`src/rtl/maindec_multicycle.sv`:
```
// ---------------------------------------------------------------------------
// maindec_multicycle
//   Multi-cycle LEGv8 main decoder. Each instruction is sequenced through
//   FETCH -> DECODE -> EXEC -> (MEM) -> (WB) and back to FETCH. Undefined
//   opcodes, external interrupts and memory timeouts divert to an EXC state
//   that pulses Exc for one cycle and records the cause in EStatus.
//
// Ports
//   clk        in   rising-edge clock
//   reset      in   synchronous, active-low; every output except state_o is
//                   forced to 0 while low
//   Op         in   opcode from the instruction register (used in DECODE)
//   ExtIRQ     in   level interrupt request, sampled in DECODE only
//   mem_ready  in   memory access complete
//   IRWrite, PCWrite, Reg2Loc, ALUSrc, MemtoReg, RegWrite, MemRead,
//   MemWrite, Branch, ERet, Exc   out  datapath strobes
//   ALUOp      out  00 add, 01 pass-B/zero test, 10 R-type funct
//   EStatus    out  latched exception cause (1 IRQ, 2 undef, 3 mem timeout)
//   state_o    out  registered state encoding, debug
//
// Memory handshake: a memory request is presented (MemRead or MemWrite
// high) for as long as the FSM sits in FETCH or MEM; the access completes
// in the cycle where mem_ready is sampled high on the rising edge. There is
// no separate request/valid wire -- the strobe itself is the request, and
// mem_ready outside FETCH/MEM is ignored.
// ---------------------------------------------------------------------------
module maindec_multicycle #(
  parameter int OP_W        = 11,
  parameter int ALUOP_W     = 2,
  parameter int ECODE_W     = 4,
  parameter int MEM_TIMEOUT = 8
) (
  input  logic               clk,
  input  logic               reset,
  input  logic [OP_W-1:0]    Op,
  input  logic               ExtIRQ,
  input  logic               mem_ready,
  output logic               IRWrite,
  output logic               PCWrite,
  output logic               Reg2Loc,
  output logic               ALUSrc,
  output logic               MemtoReg,
  output logic               RegWrite,
  output logic               MemRead,
  output logic               MemWrite,
  output logic               Branch,
  output logic [ALUOP_W-1:0] ALUOp,
  output logic               ERet,
  output logic               Exc,
  output logic [ECODE_W-1:0] EStatus,
  output logic [2:0]         state_o
);

  // State encodings (6 and 7 are illegal and fall back to FETCH)
  localparam logic [2:0] ST_FETCH  = 3'd0;
  localparam logic [2:0] ST_DECODE = 3'd1;
  localparam logic [2:0] ST_EXEC   = 3'd2;
  localparam logic [2:0] ST_MEM    = 3'd3;
  localparam logic [2:0] ST_WB     = 3'd4;
  localparam logic [2:0] ST_EXC    = 3'd5;

  // Latched opcode classes
  localparam logic [2:0] CLS_NONE  = 3'd0;
  localparam logic [2:0] CLS_R     = 3'd1;
  localparam logic [2:0] CLS_LDUR  = 3'd2;
  localparam logic [2:0] CLS_STUR  = 3'd3;
  localparam logic [2:0] CLS_CBZ   = 3'd4;
  localparam logic [2:0] CLS_ERET  = 3'd5;
  localparam logic [2:0] CLS_MRS   = 3'd6;
  localparam logic [2:0] CLS_UNDEF = 3'd7;

  localparam int CNT_W = $clog2(MEM_TIMEOUT + 1);
  localparam logic [CNT_W-1:0] CNT_LAST = CNT_W'(MEM_TIMEOUT - 1);

  localparam logic [ECODE_W-1:0] CAUSE_IRQ     = ECODE_W'(1);
  localparam logic [ECODE_W-1:0] CAUSE_UNDEF   = ECODE_W'(2);
  localparam logic [ECODE_W-1:0] CAUSE_TIMEOUT = ECODE_W'(3);

  logic [2:0]         state_q, state_d;
  logic [2:0]         cls_q, cls_d;
  logic [2:0]         dec_cls;
  logic [CNT_W-1:0]   cnt_q, cnt_d;
  logic [ECODE_W-1:0] estatus_q, estatus_d;
  logic [10:0]        op11;
  logic [1:0]         aluop2;

  // Decode always looks at the top 11 opcode bits; narrower opcodes are
  // left-aligned and padded with zeros.
  generate
    if (OP_W >= 11) begin : g_op_wide
      assign op11 = Op[OP_W-1 -: 11];
    end else begin : g_op_narrow
      assign op11 = {Op, {(11 - OP_W){1'b0}}};
    end
  endgenerate

  // Opcode classification. A plain case (not casez) is used so that any
  // X/Z bit fails every item and lands in UNDEF; the CBZ don't-care bits
  // are therefore spelled out explicitly.
  always_comb begin
    dec_cls = CLS_UNDEF;
    case (op11)
      11'b10001011000, 11'b11001011000,
      11'b10001010000, 11'b10101010000: dec_cls = CLS_R;
      11'b11111000010:                  dec_cls = CLS_LDUR;
      11'b11111000000:                  dec_cls = CLS_STUR;
      11'b10110100000, 11'b10110100001,
      11'b10110100010, 11'b10110100011,
      11'b10110100100, 11'b10110100101,
      11'b10110100110, 11'b10110100111: dec_cls = CLS_CBZ;
      11'b11010110100:                  dec_cls = CLS_ERET;
      11'b11010101001:                  dec_cls = CLS_MRS;
      default:                          dec_cls = CLS_UNDEF;
    endcase
  end

  // Next-state logic
  always_comb begin
    state_d   = state_q;
    cls_d     = cls_q;
    cnt_d     = cnt_q;
    estatus_d = estatus_q;
    case (state_q)
      ST_FETCH: begin
        // Instruction fetch waits indefinitely; no timeout here.
        if (mem_ready) state_d = ST_DECODE;
      end
      ST_DECODE: begin
        cls_d = dec_cls;
        if (ExtIRQ) begin
          state_d   = ST_EXC;
          estatus_d = CAUSE_IRQ;
        end else if (dec_cls == CLS_UNDEF) begin
          state_d   = ST_EXC;
          estatus_d = CAUSE_UNDEF;
        end else begin
          state_d = ST_EXEC;
        end
      end
      ST_EXEC: begin
        case (cls_q)
          CLS_R, CLS_MRS:       state_d = ST_WB;
          CLS_LDUR, CLS_STUR:   state_d = ST_MEM;
          default:              state_d = ST_FETCH;
        endcase
      end
      ST_MEM: begin
        if (cls_q != CLS_LDUR && cls_q != CLS_STUR) begin
          state_d = ST_FETCH;
          cnt_d   = '0;
        end else if (mem_ready) begin
          // Success wins even in the last allowed cycle.
          state_d = (cls_q == CLS_LDUR) ? ST_WB : ST_FETCH;
          cnt_d   = '0;
        end else if (cnt_q == CNT_LAST) begin
          state_d   = ST_EXC;
          estatus_d = CAUSE_TIMEOUT;
          cnt_d     = '0;
        end else begin
          cnt_d = cnt_q + CNT_W'(1);
        end
      end
      ST_WB:   state_d = ST_FETCH;
      ST_EXC:  state_d = ST_FETCH;
      default: state_d = ST_FETCH;
    endcase
  end

  // EStatus is loaded on the edge entering EXC so the new cause is already
  // visible during the Exc pulse.
  always_ff @(posedge clk) begin
    if (!reset) begin
      state_q   <= ST_FETCH;
      cls_q     <= CLS_NONE;
      cnt_q     <= '0;
      estatus_q <= '0;
    end else begin
      state_q   <= state_d;
      cls_q     <= cls_d;
      cnt_q     <= cnt_d;
      estatus_q <= estatus_d;
    end
  end

  // Moore outputs from registered state and latched class. The only
  // exception is the FETCH completion strobes, which follow mem_ready.
  always_comb begin
    IRWrite  = 1'b0;
    PCWrite  = 1'b0;
    Reg2Loc  = 1'b0;
    ALUSrc   = 1'b0;
    MemtoReg = 1'b0;
    RegWrite = 1'b0;
    MemRead  = 1'b0;
    MemWrite = 1'b0;
    Branch   = 1'b0;
    ERet     = 1'b0;
    Exc      = 1'b0;
    aluop2   = 2'b00;
    if (reset) begin
      case (state_q)
        ST_FETCH: begin
          MemRead = 1'b1;
          IRWrite = mem_ready;
          PCWrite = mem_ready;
        end
        ST_EXEC: begin
          case (cls_q)
            CLS_R:    aluop2 = 2'b10;
            CLS_LDUR: ALUSrc = 1'b1;
            CLS_STUR: begin
              ALUSrc  = 1'b1;
              Reg2Loc = 1'b1;
            end
            CLS_CBZ: begin
              Reg2Loc = 1'b1;
              Branch  = 1'b1;
              aluop2  = 2'b01;
            end
            CLS_ERET: begin
              ERet    = 1'b1;
              PCWrite = 1'b1;
            end
            CLS_MRS:  aluop2 = 2'b01;
            default:  aluop2 = 2'b00;
          endcase
        end
        ST_MEM: begin
          if (cls_q == CLS_LDUR) begin
            MemRead = 1'b1;
            ALUSrc  = 1'b1;
          end else if (cls_q == CLS_STUR) begin
            MemWrite = 1'b1;
            ALUSrc   = 1'b1;
            Reg2Loc  = 1'b1;
          end
        end
        ST_WB: begin
          RegWrite = 1'b1;
          MemtoReg = (cls_q == CLS_LDUR);
        end
        ST_EXC: begin
          Exc     = 1'b1;
          PCWrite = 1'b1;
        end
        default: ;
      endcase
    end
  end

  assign ALUOp   = ALUOP_W'(aluop2);
  assign EStatus = reset ? estatus_q : '0;
  assign state_o = state_q;

endmodule

```
`config.mk`:
```
export PLATFORM = sky130hd
export DESIGN_NAME = maindec_multicycle
export DESIGN_NICKNAME = d
export VERILOG_FILES = /design/src/rtl/maindec_multicycle.sv
export SDC_FILE = /design/constraint.sdc
export NUM_CORES = 1
export LEC_CHECK = 0
export BUFFER_PORTS_ARGS = -buffer_cell sky130_fd_sc_hd__buf_2
export CAP_MARGIN = 10
export CORE_ASPECT_RATIO = 1.5
export CORE_MARGIN = 2
export CORE_UTILIZATION = 40
export CTS_CLUSTER_SIZE = 14
export DETAILED_ROUTE_END_ITERATION = 8
export HOLD_SLACK_MARGIN = 0.12
export PLACE_DENSITY = 0.67
export SKIP_LAST_GASP = 1
export SYNTH_ARGS = -nofsm -noshare
export SYNTH_HDL_FRONTEND = slang
export SYNTH_SLANG_ARGS = --single-unit
```
`constraint.sdc`:
```
create_clock -name clk -period 1.96 [get_ports clk]
set_input_delay 0 -clock clk [delete_from_list [all_inputs] [get_ports clk]]
set_output_delay 0 -clock clk [all_outputs]
set_load 0.05 [all_outputs]
```
# Word level (Yosys, flattened, before mapping)

Index checks and enable logic that the tools add are counted.

Bits in registers: 14
Bits of input ports: 15
Output and inout port bits: 20
Word-level logic and storage cells: 106

$add $sub $neg: 1
Equality and inequality tests: 37
Mux-type cells: 53
Reductions and logical operators: 11

Operators with widths:

| kind                                                                    | number |
|---|---|
| 11-bit equality test, second input constant                             | 16 |
| 4-bit two-way mux                                                       | 9 |
| 1-bit two-way mux                                                       | 26 |
| 3-bit two-way mux                                                       | 7 |
| 3-bit equality test, second input constant                              | 6 |
| 3-bit one-hot mux with 6 select lines                                   | 1 |
| 3-bit by 2-bit equality test with 1-bit output, second input constant   | 4 |
| 3-bit one-hot mux with 4 select lines                                   | 1 |
| 2-bit inequality test, second input constant                            | 4 |
| 4-bit one-hot mux with 2 select lines                                   | 1 |
| 2-bit OR reduction                                                      | 4 |
| 8-bit OR reduction                                                      | 1 |
| 3-bit by 1-bit equality test with 1-bit output, second input constant   | 2 |
| 3-bit by 2-bit inequality test with 1-bit output, second input constant | 2 |
| 1-bit one-hot mux with 2 select lines                                   | 3 |
| 3-bit one-hot mux with 2 select lines                                   | 1 |
| 5-bit AND reduction                                                     | 1 |
| 4-bit by 1-bit adder with 4-bit output, second input constant           | 1 |
| 4-bit by 3-bit equality test with 1-bit output, second input constant   | 1 |
| 2-bit two-way mux                                                       | 2 |
| 4-bit inequality test, second input constant                            | 1 |
| 2-bit one-hot mux with 2 select lines                                   | 1 |
| 4-bit OR reduction                                                      | 1 |
| 3-bit logical NOT                                                       | 1 |
| other kinds (5)                                                         | 5 |

# Depth between registers and ports, before layout

Gate-level depths: netlist of run 1.

Depth after elaboration: 7
Mapped depth: 5

# Worst setup path before layout of run 1

OpenSTA, ideal clock, no wires.

Path type: register to output
From: register state_q[1], in the netlist state_o[1]
To: output port PCWrite
Data arrival time: 3.359 ns
Data required time: 1.960 ns
Path slack: -1.399 ns
Stages on the path, launching flop included: 5
Path buffers: 1
Path through: dfxtp_1 > clkbuf_1 > nand3_1 > nor4b_1 > or3_1

Word-level cells in the longest chain between the ends: 3
Elaborated cells between the ends (all ways): 5
Classes of those cells: eq/ne: 2; mux: 2; reduce/logical: 1

RTL lines:

| what                                        | line | text |
|---|---|---|
| start: declaration                          | 79   | `logic [2:0] state_q, state_d;` |
| start signal: assignment                    | 178  | `state_q <= state_d;` |
| 3-bit equality test (tied with other cells) | 201  | `case (state_q)` |
| 1-bit one-hot mux with 3 select lines *     | 201  |  |
| 1-bit two-way mux *                         | 200  | `if (reset) begin` |
| end: declaration                            | 39   | `output logic PCWrite,` |

Every way passes the cells marked *; elsewhere a longest branch is shown, timed or not.

# Worst setup path in the final report of run 1

From: register state_q[2], in the netlist state_o[2]
To: output port PCWrite

The elaborated chain is that of the path after synthesis.

==> results of run 1 <==
==> tightest hold or removal path: stages <==
cell and delay [ns]:
buf_2 0.15, inv_1 0.17, nor2_1 0.13
==> through the flow <==
step | TNS (ns) | cells | instance area (um^2)
after floorplan | -0.740 | 122 | 1030
after global placement | 0 | 174 | 1210
after detailed placement | 0 | 174 | 1210
after CTS | 0 | 182 | 1290
after global routing | -0.0177 | 182 | 1300
final | 0 | 182 | 1300
==> cells in the final DEF, fill, tap and decap left out, types with 3 or more instances in the layout <==
cell type	instances
nand2_1	5
a31oi_1	3
nor3_1	8
inv_1	3
nor2_1	8
buf_4	5
o21ai_0	5
clkbuf_4	3
and2_1	3
a211oi_1	3
nand3_1	4
dlygate4sd3_1	4
nand3b_1	4
a21oi_1	4
buf_2	32
dfxtp_1	10
==> final cells by class <==
| type | count | share of cell area |
|---|---|---|
| Multi-Input combinational cell | 99 | 0.573 |
| Sequential cell | 12 | 0.186 |
| Timing Repair Buffer | 41 | 0.183 |
| Clock buffer | 4 | 0.0279 |
| Tap cell | 23 | 0.0221 |
| Inverter | 3 | 0.00865 |
==> routing by layer <==
layer / global-route usage / up-vias
li1: - / 540
met1: 0.218 / 521
met2: 0.392 / 41
met3: 0.0395 / 7
met4: 0.110 / 0
met5: 0 / -
==> final timing paths <==
kind                                  from  endpoint  slack (ns)  depth (start not counted)
worst max-delay path            state_o[2]   PCWrite        0.11                          5
worst min-delay path                 reset  cnt_q[1]        0.21                          3
worst max register to register  state_o[1]  cls_q[0]        0.19                          4
worst min register to register    cnt_q[2]  cnt_q[2]        0.52                          2
==> kinds of logic after synthesis <==
group	synth area share
xor gates and xnor gates	0.00905
DFF	0.248
AOI/OAI and AO/OA	0.231
muxes	0.0220
other	0.00387
buffers and inverters	0.0555
adders and majority gates	0.0129
and+or+nand+nor	0.417
==> flip-flops by register name, indices dropped and copies added (netlist names) <==
signal	flops
cnt_q	4
cls_q	3
state_o	3
estatus_q	2
==> power by group <==
part	switching [mW]	leakage, nW	internal (mW)	total [mW]
Sequential	0.0313	0.0987	0.262	0.293
Combinational	0.158	0.412	0.101	0.259
Clock	0.0871	0.0210	0.113	0.200
==> repair_timing <==
item | CTS | global route
endpoints found under the setup margin | 1 | 3
resized for setup | 1 | 3
hold buffers | 4 | 0
endpoints found under the hold margin | 6 | 0
==> impl_metrics.env, run 1 <==
export IMPL_status="complete, no violations"
export IMPL_wl_per_cell_um=15.5
export IMPL_met3WireLength_um=131
export IMPL_placeableCoreArea_mm2=0.00226
export IMPL_fmax_mhz=542
export IMPL_irDropWorstVdd_mv=0.326
export IMPL_synth_edff_count=0
export IMPL_path_buf_inv=1
export IMPL_clk_pin_slew_ns=0.08
export IMPL_powerDensity_mw_per_mm2=578
export IMPL_ys_warn_count=0
export IMPL_firstDrtPassIters=4
export IMPL_ys_top_cells_by_area="dfxtp_1, nor3_1, nor2_1"
export IMPL_fin_total_pwr_uw=752
export IMPL_seq_area_um2=243
export IMPL_postCtsSetupBuffers=0
export IMPL_insertion_delay_ns=0.27
export IMPL_hold_viol=0
export IMPL_postRouteAntennaNets=0
export IMPL_synth_cells=121
export IMPL_skew_ns=0.00346
export IMPL_min_path_type="input port to flip-flop"
export IMPL_finalCritPeriodShare=0.942
export IMPL_cpMaxStageDelayCell="dfxtp_1"
export IMPL_crit_chain="nor2b_2 -> nand3_1 -> nor4b_4 -> or3_4 -> buf_2"
export IMPL_synth_seq_area_share=0.248
export IMPL_setup_viol=0
export IMPL_nFillCells=219
export IMPL_ys_seq_elements=12
export IMPL_fin_util=0.576
export IMPL_slowest_delay_ns=0.41
export IMPL_hpwl_um=2130
export IMPL_wl_met2_um=1480
export IMPL_cts_tree="done"
export IMPL_gp_congestion=0.814
export IMPL_die_w_um=44.2
export IMPL_port_buffer_count=32
export IMPL_drt_initial_drc_count=28
export IMPL_grt_overflow=0
export IMPL_crit_path_end_kind="output port"
export IMPL_cp_max_fo=9
export IMPL_wl_met1_um=1140
export IMPL_gr_usage_all_layers=0.214
export IMPL_rsz0062_at_grt="true"
export IMPL_clock_path_buffers=2
export IMPL_vias_per_cell=6.09
export IMPL_multi_input_area_um2=746
export IMPL_crit_arrival_ns=1.85
export IMPL_wirelength_um=2830
export IMPL_synth_top_area_cell="dfxtp_1"
export IMPL_nets=176
export IMPL_top_layer="met4"
export IMPL_drive_above_1_share=0.384
export IMPL_setup_worst_path_start_class="flip-flop"
export IMPL_antenna_found_initial=0
export IMPL_power_leakage_nw=0.532
export IMPL_async_reset_ff_frac=0
export IMPL_synth_area_um2=968
export IMPL_htreeDepth=1
export IMPL_initial_core_util=0.429
export IMPL_cts_made_buffers=3
export IMPL_num_vias=1109
export IMPL_fp_dieH_um=64.3
export IMPL_synth_top_area_frac=0.248
export IMPL_postSynthAreaPerCell_um2=8.00
export IMPL_clock_sinks=12
export IMPL_crit_type="flip-flop to output port"
export IMPL_crit_family="simple AND/OR/NAND/NOR gates"
export IMPL_grt_pass1_vias=1082
export IMPL_drc=0
export IMPL_io_pins=35
export IMPL_rows=21
export IMPL_grt_pass1_wl_um=4640
export IMPL_synthTopCellsByCount="dfxtp_1, nor2_1, nor3_1"
export IMPL_synth_most_common_cell="dfxtp_1"
export IMPL_cts_root_buf="clkbuf_4"
export IMPL_antenna_cells=0
export IMPL_dieArea_mm2=0.00284
export IMPL_synth_distinct_cells=50
export IMPL_syn_to_final_growth_pct=34.5
export IMPL_layout_setup_ws_ns=0.114
export IMPL_drv_slew=0
export IMPL_final_min_clock_period_ns=1.85
export IMPL_hold_slack_ns=0.208
export IMPL_max_cap_violations=0
export IMPL_grt_max_degree=15
export IMPL_cp_required_ns=1.96
export IMPL_pre_cts_slack_ns=0.312
export IMPL_synth_flop_cell="dfxtp_1"
No activity file was read; power rests on OpenSTA's default activity.
==> run 2: changes to the inputs <==
==> constraint.sdc (replaced) <==
create_clock -name clk -period 1.96 [get_ports clk]
set_input_delay 0.196 -clock clk [delete_from_list [all_inputs] [get_ports clk]]
set_output_delay 0.196 -clock clk [all_outputs]
set_load 0.05 [all_outputs]
==> run 2 against run 1 <==
Setup slack worse by 0.055 ns. Design area is 2.2% lower. Clock-buffer cell count stayed put. Global-route usage decreased by 1.6 points. Critical endpoint is now ALUOp[1].
==> impl_metrics.env, run 2 (synthesis results as in run 1) <==
export IMPL_placeableCoreArea_mm2=0.00226
export IMPL_final_cell_mix="buf_2, dfxtp_1, nor2_1"
export IMPL_rows=21
export IMPL_status="complete, no violations"
export IMPL_postRouteAntennaNets=0
export IMPL_final_min_clock_period_ns=1.90
export IMPL_grt_pass1_wl_um=4340
export IMPL_rsz0062_at_grt="true"
export IMPL_fin_total_pwr_uw=739
export IMPL_cts_made_buffers=3
export IMPL_crit_type="flip-flop to output port"
export IMPL_setup_viol=0
export IMPL_grt_overflow=0
export IMPL_fmax_mhz=526
export IMPL_htreeDepth=1
export IMPL_crit_arrival_ns=1.71
export IMPL_antenna_found_initial=0
export IMPL_combPwrFrac=0.330
export IMPL_powerDensity_mw_per_mm2=580
export IMPL_largest_register_ffs=4
export IMPL_finalCritPeriodShare=0.970
export IMPL_die_w_um=44.2
export IMPL_firstDrtPassIters=4
export IMPL_port_buffer_count=32
export IMPL_clkPwrFrac=0.267
export IMPL_skew_ns=0.00317
export IMPL_num_vias=1083
export IMPL_cts_tree="done"
export IMPL_clock_path_buffers=2
export IMPL_postCtsSetupBuffers=0
export IMPL_gp_congestion=0.796
export IMPL_drt_initial_drc_count=17
export IMPL_clock_sinks=12
export IMPL_cp_max_fo=8
export IMPL_top_register="cnt_q"
export IMPL_io_pins=35
export IMPL_min_path_type="input port to flip-flop"
export IMPL_power_leakage_nw=0.516
export IMPL_gr_usage_all_layers=0.198
export IMPL_wirelength_um=2540
export IMPL_p_int_uw=466
export IMPL_crit_path_end_kind="output port"
export IMPL_fin_tns_setup_ns=0
export IMPL_grt_max_degree=20
export IMPL_grt_pass1_vias=1026
export IMPL_initial_core_util=0.429
export IMPL_hold_viol=0
export IMPL_drive_above_1_share=0.409
export IMPL_irDropWorstVdd_mv=0.322
export IMPL_fp_dieH_um=64.3
export IMPL_drv_slew=0
export IMPL_syn_to_final_growth_pct=31.5
export IMPL_cp_required_ns=1.76
export IMPL_hpwl_um=2040
export IMPL_clk_pin_slew_ns=0.08
export IMPL_max_cap_violations=0
export IMPL_p_switching_uw=273
export IMPL_wl_per_cell_um=14.4
export IMPL_setup_worst_path_start_class="flip-flop"
export IMPL_cts_root_buf="clkbuf_4"
export IMPL_insertion_delay_ns=0.27
export IMPL_final_common_cell="buf_2"
export IMPL_drc=0
export IMPL_nFillCells=219
export IMPL_nets=171
export IMPL_antenna_cells=0
export IMPL_dieArea_mm2=0.00284
export IMPL_switching_share=0.369
export IMPL_vias_per_cell=6.12
export IMPL_pwr_share_seq=0.402
run 2: power by group through the flow:
stage | Clock [mW] | Combinational (mW) | Sequential (mW)
CTS | 0.201 | 0.242 | 0.295
floorplan | 0 | 0.182 | 0.298
detailed placement | 0 | 0.240 | 0.300
global route | 0.219 | 0.266 | 0.301
finish | 0.197 | 0.244 | 0.297
global placement | 0 | 0.237 | 0.298
run 2: metal layers:
metal,GRT usage,share of wire,vias up
li1,-,-,531
met1,0.222,0.38,501
met2,0.353,0.51,42
met3,0.0339,0.071,9
met4,0.0795,0.035,0
met5,0,0,-
run 2: repair_timing:
item / 4_1_cts / 5_1_grt
endpoints found under the setup margin: 2 / 4
hold endpoints to repair: 0 / 0
gates resized for setup: 2 / 6
hold buffers: 0 / 0
run 2: area by class of cell:
type / count / area, um^2 / share of cell area
clock buffers: 4 / 36.3 / 0.0285
inverters: 3 / 11.3 / 0.00884
multi-input cells: 99 / 752 / 0.590
flip-flops and latches: 12 / 246 / 0.194
well taps: 23 / 28.8 / 0.0226
repair buffers: 36 / 199 / 0.156
run 2: worst max-delay path: stages, from the launching register on:
cell and delay [ns]:
dfxtp_1 0.40, or4b_2 0.72, nor2_2 0.14, buf_6 0.16
run 2: worst paths after layout:
path | start | slack (ns) | endpoint | depth (start not counted)
worst max register to register | cls_q[1] | 0.35 | state_o[2] | 4
worst min-delay path | ExtIRQ | 0.19 | estatus_q[0] | 2
worst max-delay path | cls_q[1] | 0.06 | ALUOp[1] | 3
worst min register to register | cnt_q[2] | 0.50 | cnt_q[2] | 2
run 2: stage by stage:
stage | setup slack (ns) | instances | utilization | area, um^2 | hold slack (ns)
finish | 0.0584 | 177 | 0.564 | 1270 | 0.194
global route | -0.00226 | 177 | 0.564 | 1270 | 0.208
CTS | -0.0140 | 177 | 0.556 | 1260 | 0.198
detailed placement | 0.186 | 173 | 0.538 | 1210 | 0.483
global placement | 0.242 | 173 | 0.538 | 1210 | 0.483
floorplan | -0.271 | 122 | - | 1040 | 0.365
